==> config.mk <==
export PLATFORM = sky130hd
export DESIGN_NAME = fht_loader
export DESIGN_NICKNAME = d
export VERILOG_FILES = /design/src/rtl/fht_pkg.sv /design/src/rtl/fht_bitrev_addr.sv /design/src/rtl/fht_loader.sv
export SDC_FILE = /design/constraint.sdc
export NUM_CORES = 1
export LEC_CHECK = 0
export CORE_AREA = 2 2 80 59
export DETAILED_ROUTE_END_ITERATION = 7
export DIE_AREA = 0 0 82 61
export GPL_TIMING_DRIVEN = 0
export PLACE_DENSITY = 0.74
export SYNTH_ARGS = -nofsm -noshare
export SYNTH_HDL_FRONTEND = slang
export SYNTH_HIERARCHICAL = 1
export SYNTH_SLANG_ARGS = --single-unit
==> constraint.sdc <==
create_clock -name iCLK -period 2.2 [get_ports iCLK]
set_input_delay 0.55 -clock iCLK [delete_from_list [all_inputs] [get_ports iCLK]]
set_output_delay 0.55 -clock iCLK [all_outputs]
set_load 0.02 [all_outputs]
==> src/rtl/fht_pkg.sv <==
// ============================================================================
// fht_pkg
// Shared FHT types and helpers: size derivation, loader state encoding and
// the bit-reversal function reused by controller-side tests.
// Revision: 1.0
// ============================================================================
`default_nettype none

package fht_pkg;

    localparam int FHT_BANKS      = 4;
    localparam int FHT_MIN_POINTS = 16;

    typedef enum logic [1:0] {
        LD_LOAD      = 2'd0,
        LD_START     = 2'd1,
        LD_WAIT_LOW  = 2'd2,
        LD_WAIT_HIGH = 2'd3
    } fht_ld_state_t;

    function automatic int fht_log2(input int n);
        int r;
        r = 0;
        for (int i = 0; i < 31; i++) begin
            if ((1 << i) < n) r = i + 1;
        end
        return r;
    endfunction

    // Per-bank address width: four banks share the N points.
    function automatic int fht_a_bit(input int n);
        return fht_log2(n) - 2;
    endfunction

    function automatic logic [31:0] bitrev(input logic [31:0] v, input int bits);
        logic [31:0] r;
        r = '0;
        for (int i = 0; i < 32; i++) begin
            if (i < bits) r[i] = v[bits - 1 - i];
        end
        return r;
    endfunction

endpackage

`default_nettype wire

==> src/rtl/fht_bitrev_addr.sv <==
// ============================================================================
// fht_bitrev_addr
// Maps a sample index k to {bank, per-bank address}. With FHT_BITREV_EN the
// index is bit-reversed first; otherwise natural order is used.
// Revision: 1.0
// ============================================================================
`default_nettype none

module fht_bitrev_addr
    import fht_pkg::*;
#(
    parameter int N_POINTS = 1024,
    parameter int A_BIT    = fht_a_bit(N_POINTS)
) (
    input  logic [fht_log2(N_POINTS)-1:0] i_k,
    output logic [1:0]                    o_bank,
    output logic [A_BIT-1:0]              o_addr
);

    localparam int C_LOG2N = fht_log2(N_POINTS);

    logic [C_LOG2N-1:0] w_r;

`ifdef FHT_BITREV_EN
    generate
        for (genvar gi = 0; gi < C_LOG2N; gi++) begin : g_rev
            assign w_r[gi] = i_k[C_LOG2N - 1 - gi];
        end
    endgenerate
`else
    assign w_r = i_k;
`endif

    // Low two bits pick the bank so consecutive positions stripe across banks.
    assign o_bank = w_r[1:0];
    assign o_addr = w_r[C_LOG2N-1:2];

endmodule

`default_nettype wire

==> src/rtl/fht_loader.sv <==
// ============================================================================
// fht_loader
// Writes a frame of N samples into the four FHT RAM banks, then starts the
// transform and holds off input until it completes. Macro: FHT_BITREV_EN.
// Revision: 1.0
// ============================================================================
`default_nettype none

module fht_loader
    import fht_pkg::*;
#(
    parameter int N_POINTS = 1024,
    parameter int D_BIT    = 16,
    parameter int A_BIT    = fht_a_bit(N_POINTS)
) (
    input  logic                          iCLK,
    input  logic                          iRESET,
    input  logic [D_BIT-1:0]              iDATA,
    input  logic                          iVALID,
    output logic                          oREADY,
    input  logic                          iRDY,
    output logic                          oSTART,
    output logic [D_BIT-1:0]              oDATA_WR,
    output logic [A_BIT-1:0]              oADDR_WR,
    output logic [3:0]                    oWE,
    output logic                          oBUSY,
    output logic [fht_log2(N_POINTS)-1:0] oCNT
);

    localparam int                 C_LOG2N = fht_log2(N_POINTS);
    localparam logic [C_LOG2N-1:0] C_LAST  = '1;

    fht_ld_state_t        r_state;
    logic [C_LOG2N-1:0]   r_cnt;
    logic                 r_ready;
    logic                 r_start;
    logic                 r_busy;
    logic [3:0]           r_we;
    logic [A_BIT-1:0]     r_addr;
    logic [D_BIT-1:0]     r_data;

    logic                 w_ready;
    logic                 w_xfer;
    logic [1:0]           w_bank;
    logic [A_BIT-1:0]     w_addr;

    fht_bitrev_addr #(
        .N_POINTS (N_POINTS),
        .A_BIT    (A_BIT)
    ) u_map (
        .i_k    (r_cnt),
        .o_bank (w_bank),
        .o_addr (w_addr)
    );

    // Reset masks the handshake and any in-flight write in the same cycle.
    assign w_ready = r_ready & ~iRESET;
    assign w_xfer  = iVALID & w_ready;

    always_ff @(posedge iCLK) begin
        if (iRESET) begin
            r_state <= LD_LOAD;
            r_cnt   <= '0;
            r_ready <= 1'b1;
            r_start <= 1'b0;
            r_busy  <= 1'b0;
            r_we    <= '0;
            r_addr  <= '0;
            r_data  <= '0;
        end else begin
            r_we    <= '0;
            r_start <= 1'b0;
            case (r_state)
                LD_LOAD: begin
                    if (w_xfer) begin
                        r_we   <= 4'b0001 << w_bank;
                        r_addr <= w_addr;
                        r_data <= iDATA;
                        r_cnt  <= r_cnt + 1'b1;
                        if (r_cnt == C_LAST) begin
                            r_state <= LD_START;
                            r_ready <= 1'b0;
                        end
                    end
                end
                LD_START: begin
                    r_start <= 1'b1;
                    r_busy  <= 1'b1;
                    r_state <= LD_WAIT_LOW;
                end
                // The controller may take several cycles to drop RDY.
                LD_WAIT_LOW: begin
                    if (!iRDY) r_state <= LD_WAIT_HIGH;
                end
                LD_WAIT_HIGH: begin
                    if (iRDY) begin
                        r_busy  <= 1'b0;
                        r_ready <= 1'b1;
                        r_state <= LD_LOAD;
                    end
                end
                default: begin
                    r_state <= LD_LOAD;
                end
            endcase
        end
    end

    assign oREADY   = w_ready;
    assign oSTART   = r_start;
    assign oBUSY    = r_busy;
    assign oWE      = r_we & {4{~iRESET}};
    assign oADDR_WR = r_addr;
    assign oDATA_WR = r_data;
    assign oCNT     = r_cnt;

endmodule

`default_nettype wire

==> key figures, run 1 <==
Synth
  • Synth unique cells: 29
  • Mapped cell area: 1830 µm²
  • Yosys warns: 6
  • Mapped Nets: 241
  • Sequential share of the synthesized area: 47.0%
  • Gate Count Post-Synth: 215
  • Synth Area per Inst: 8.53 µm²
  • Flops & latches, synth: 43

Hold path
  • Min-delay src: oADDR_WR[5]$_SDFFE_PP0P_
  • Hold Path Depth: 2
  • Hold EP: oADDR_WR[5]$_SDFFE_PP0P_
  • Hold Crit Class: reg2reg

Global route
  • Total gr overflow: 0
  • Vias in the first global route: 1,548
  • First-pass GRT wire length: 6800 µm
  • Tot GR Track Use: 18.1%
  • Initial antenna violation count: 0
  • Largest net degree at the start of global routing: 14

Critical path
  • Reg2Reg Setup Slack: 0.44 ns
  • Crit path DAT: 1.59 ns
  • Slowest CP cell: clkdlybuf4s50_1
  • Reg2reg path depth: 7
  • Startpoint Class: input port
  • R2r endpoint: oADDR_WR[7]$_SDFFE_PP0P_
  • FF-to-FF Start: r_state[0]$_SDFFE_PP0P_
  • Max incr delay on CP: 0.44 ns
  • CP endpoint kind: primary output
  • Worst path cell trace: clkdlybuf4s50_1, buf_6, clkbuf_8, nor2b_1, buf_2
  • Buf+Inv Stages, Crit Path: 4
  • Top Family by Delay on Critical Path: buffers and inverters
  • Crit path kind: in2out
  • Critical path peak fanout: 10
  • Crit path required time: 1.65 ns
  • Critical path depth in cells: 5

Timing
  • Total negative slack: 0 ns
  • RSZ-0062 raised after global routing: false
  • Final setup violation count: 0
  • Slew Limit Fails: 0
  • Min cycle time layout: 2.14 ns
  • Final-report hold violation count: 0
  • Slew headroom: 67.4%
  • Period utilisation layout: 97.5%
  • Clock skew: 0.00358 ns
  • Worst Tran Pin Value: 0.489 ns
  • Hold Slack: 0.454 ns
  • Fmax: 466 MHz

Run
  • Max_cap viols: 0

Routing
  • Antenna viol nets, final: 0
  • WL final: 4090 µm
  • First-pass DRT Iterations: 4
  • Drt wl/cell: 12.1 µm
  • DR vias/cell: 4.76
  • Initial DRC count: 51
  • DR vias: 1,608
  • Drt drc: 0

Clocking
  • Root Driver: clkbuf_8
  • Clock buffer depth: 2
  • # hold bufs at CTS: 0
  • H-Tree Depth: 2
  • Clk pin slew, worst setup/hold paths: 0.08 ns
  • CTS tree: done
  • Clock Sinks: 43
  • Total CTS buffers: 5
  • Setup bufs post-CTS: 0
  • Skew-Pair Late Insertion Delay: 0.29 ns

Placed design
  • Area post-placement: 2500 µm²
  • I/O Buffers: 60
  • Inst Count DP: 330
  • Final GP Congestion: 0.781
  • DP HPWL: 2990 µm

Power
  • P_int: 1.12 mW
  • Leak Pwr: 0.978 nW
  • Clock Power Share: 32.6%
  • Sw frac: 25.3%
  • Comb power frac: 12.9%
  • Sequential Power Share: 54.5%
  • Maximum VDD drop: 0.000255 V
  • Sw power: 379 µW
  • Total power divided by cell area: 580 nW/µm²

Die
  • Placeable Area: 4200 µm²
  • Die area: 5000 µm²
  • Die extent in x: 82 µm
  • Initial core utilization: 43.6%
  • Std-Cell Rows: 20
  • IO Count: 61
  • Die H: 61 µm

Finish
  • Ant diodes: 0
  • Final Non-Filler Cells: 338
  • Most frequent cells in the layout: 55 x nand2_1, 55 x clkdlybuf4s50_1, 43 x dfxtp_1
  • Area Overhead vs Synth: 40.8%
  • # fillers: 387
  • Design area: 2580 µm²
  • Nets@finish: 308
  • Share of cells above drive strength 1: 12.7%

Status
  • Outcome: completed
## final cells by class
type | instances | area (µm²) | share of cell area (%)
sequential | 43 | 861 | 33.4
multi-input combinational | 144 | 811 | 31.4
timing repair buffer | 60 | 583 | 22.6
buffer | 22 | 149 | 5.77
clock buffer | 6 | 72.6 | 2.81
tap | 55 | 68.8 | 2.67
inverter | 6 | 22.5 | 0.873
clock inverter | 2 | 12.5 | 0.485
## kinds of logic (layout without fill, tap and decap cells)
| family | after synthesis | in the layout | synth area share (%) |
|---|---|---|---|
| simple gates | 94 | 94 | 24.2 |
| flops | 43 | 43 | 47.0 |
| compound gates | 35 | 35 | 11.6 |
| buf+inv | 28 | 96 | 8.81 |
| xor+xnor | 9 | 9 | 4.30 |
| fa+ha+maj | 6 | 6 | 4.10 |
## what timing repair did
| action | CTS | global route |
|---|---|---|
| endpoints found under the setup margin | 5 | 2 |
| resized for setup | 20 | 2 |
| hold endpoints to repair | 0 | 0 |
## cells in the mapped netlist, drive strengths merged
cell type,number,area [µm²]
nand2,55,206
dfxtp,43,861
a21oi,29,145
buf,18,124
nor2,15,56.3
nor2b,7,43.8
ha,6,75.1
inv,6,22.5
xnor2,6,52.6
nor3,5,35.0
clkbuf,4,15.0
nand4,4,31.3
xor2,3,26.3
a211oi,2,20.0
nand3,2,10.0
nand4b,2,32.5
nor4,2,12.5
a41o,1,10.0
and3,1,6.26
and4b,1,10.0
o21ai,1,5.00
o31ai,1,21.3
o41a,1,11.3
## worst reg2reg max path, cell delays in order (launching register included)
cell	delay [ns]
dfxtp_1	0.39
inv_1	0.10
ha_1	0.30
nand4b_4	0.14
buf_2	0.24
buf_2	0.28
nand2_1	0.08
a21oi_1	0.14
## power groups by stage
stage	Sequential (mW)	Combinational [mW]	Clock [mW]
6_report	0.815	0.193	0.488
5_1_grt	0.817	0.212	0.532
4_1_cts	0.815	0.195	0.506
3_5_place_dp	0.833	0.195	0
3_3_place_gp	0.832	0.192	0
2_1_floorplan	0.853	0.0772	0
## per-stage QoR
stage                     setup WS (ns)  power, mW  util (%)
final                            0.0556       1.50      61.4
after global placement           -0.600       1.02      59.5
after global routing            0.00395       1.56      61.4
after floorplan                   0.458      0.930         -
after CTS                        0.0418       1.52      61.3
after detailed placement         -0.593       1.03      59.5
## per-layer routing
layer	vias to the layer above	share of wire (%)	routed length (µm)	global-route usage, %
met5	-	0	0	0
met1	722	46	1870	22.1
met4	0	0.73	30	5.71
met3	3	9.2	375	5.95
met2	54	44	1810	30.5
li1	829	-	-	-
## sequential cells by signal, summed over array words and instances, names as in the netlist
name      count
oADDR_WR      8
oCNT         10
r_ready       1
r_state       2
oBUSY         1
oSTART        1
oDATA_WR     16
r_we          4
## how the worst max path moves through the flow
stage / endpoint / start / slack (ns)
after floorplan: oREADY / iRESET / 0.46
after global placement: oWE[0] / iRESET / -0.60
after detailed placement: oWE[0] / iRESET / -0.59
after CTS: oREADY / iRESET / 0.04
after global routing: oWE[0] / iRESET / 0.004
final: oREADY / iRESET / 0.06
No activity file was read; power rests on OpenSTA's default activity.
==> run 2, diff against run 1 <==
Settings changed: GPL_ROUTABILITY_DRIVEN set to 0.
==> results of run 2 <==
The final DEF is identical to that of run 1; final timing and power are the same.
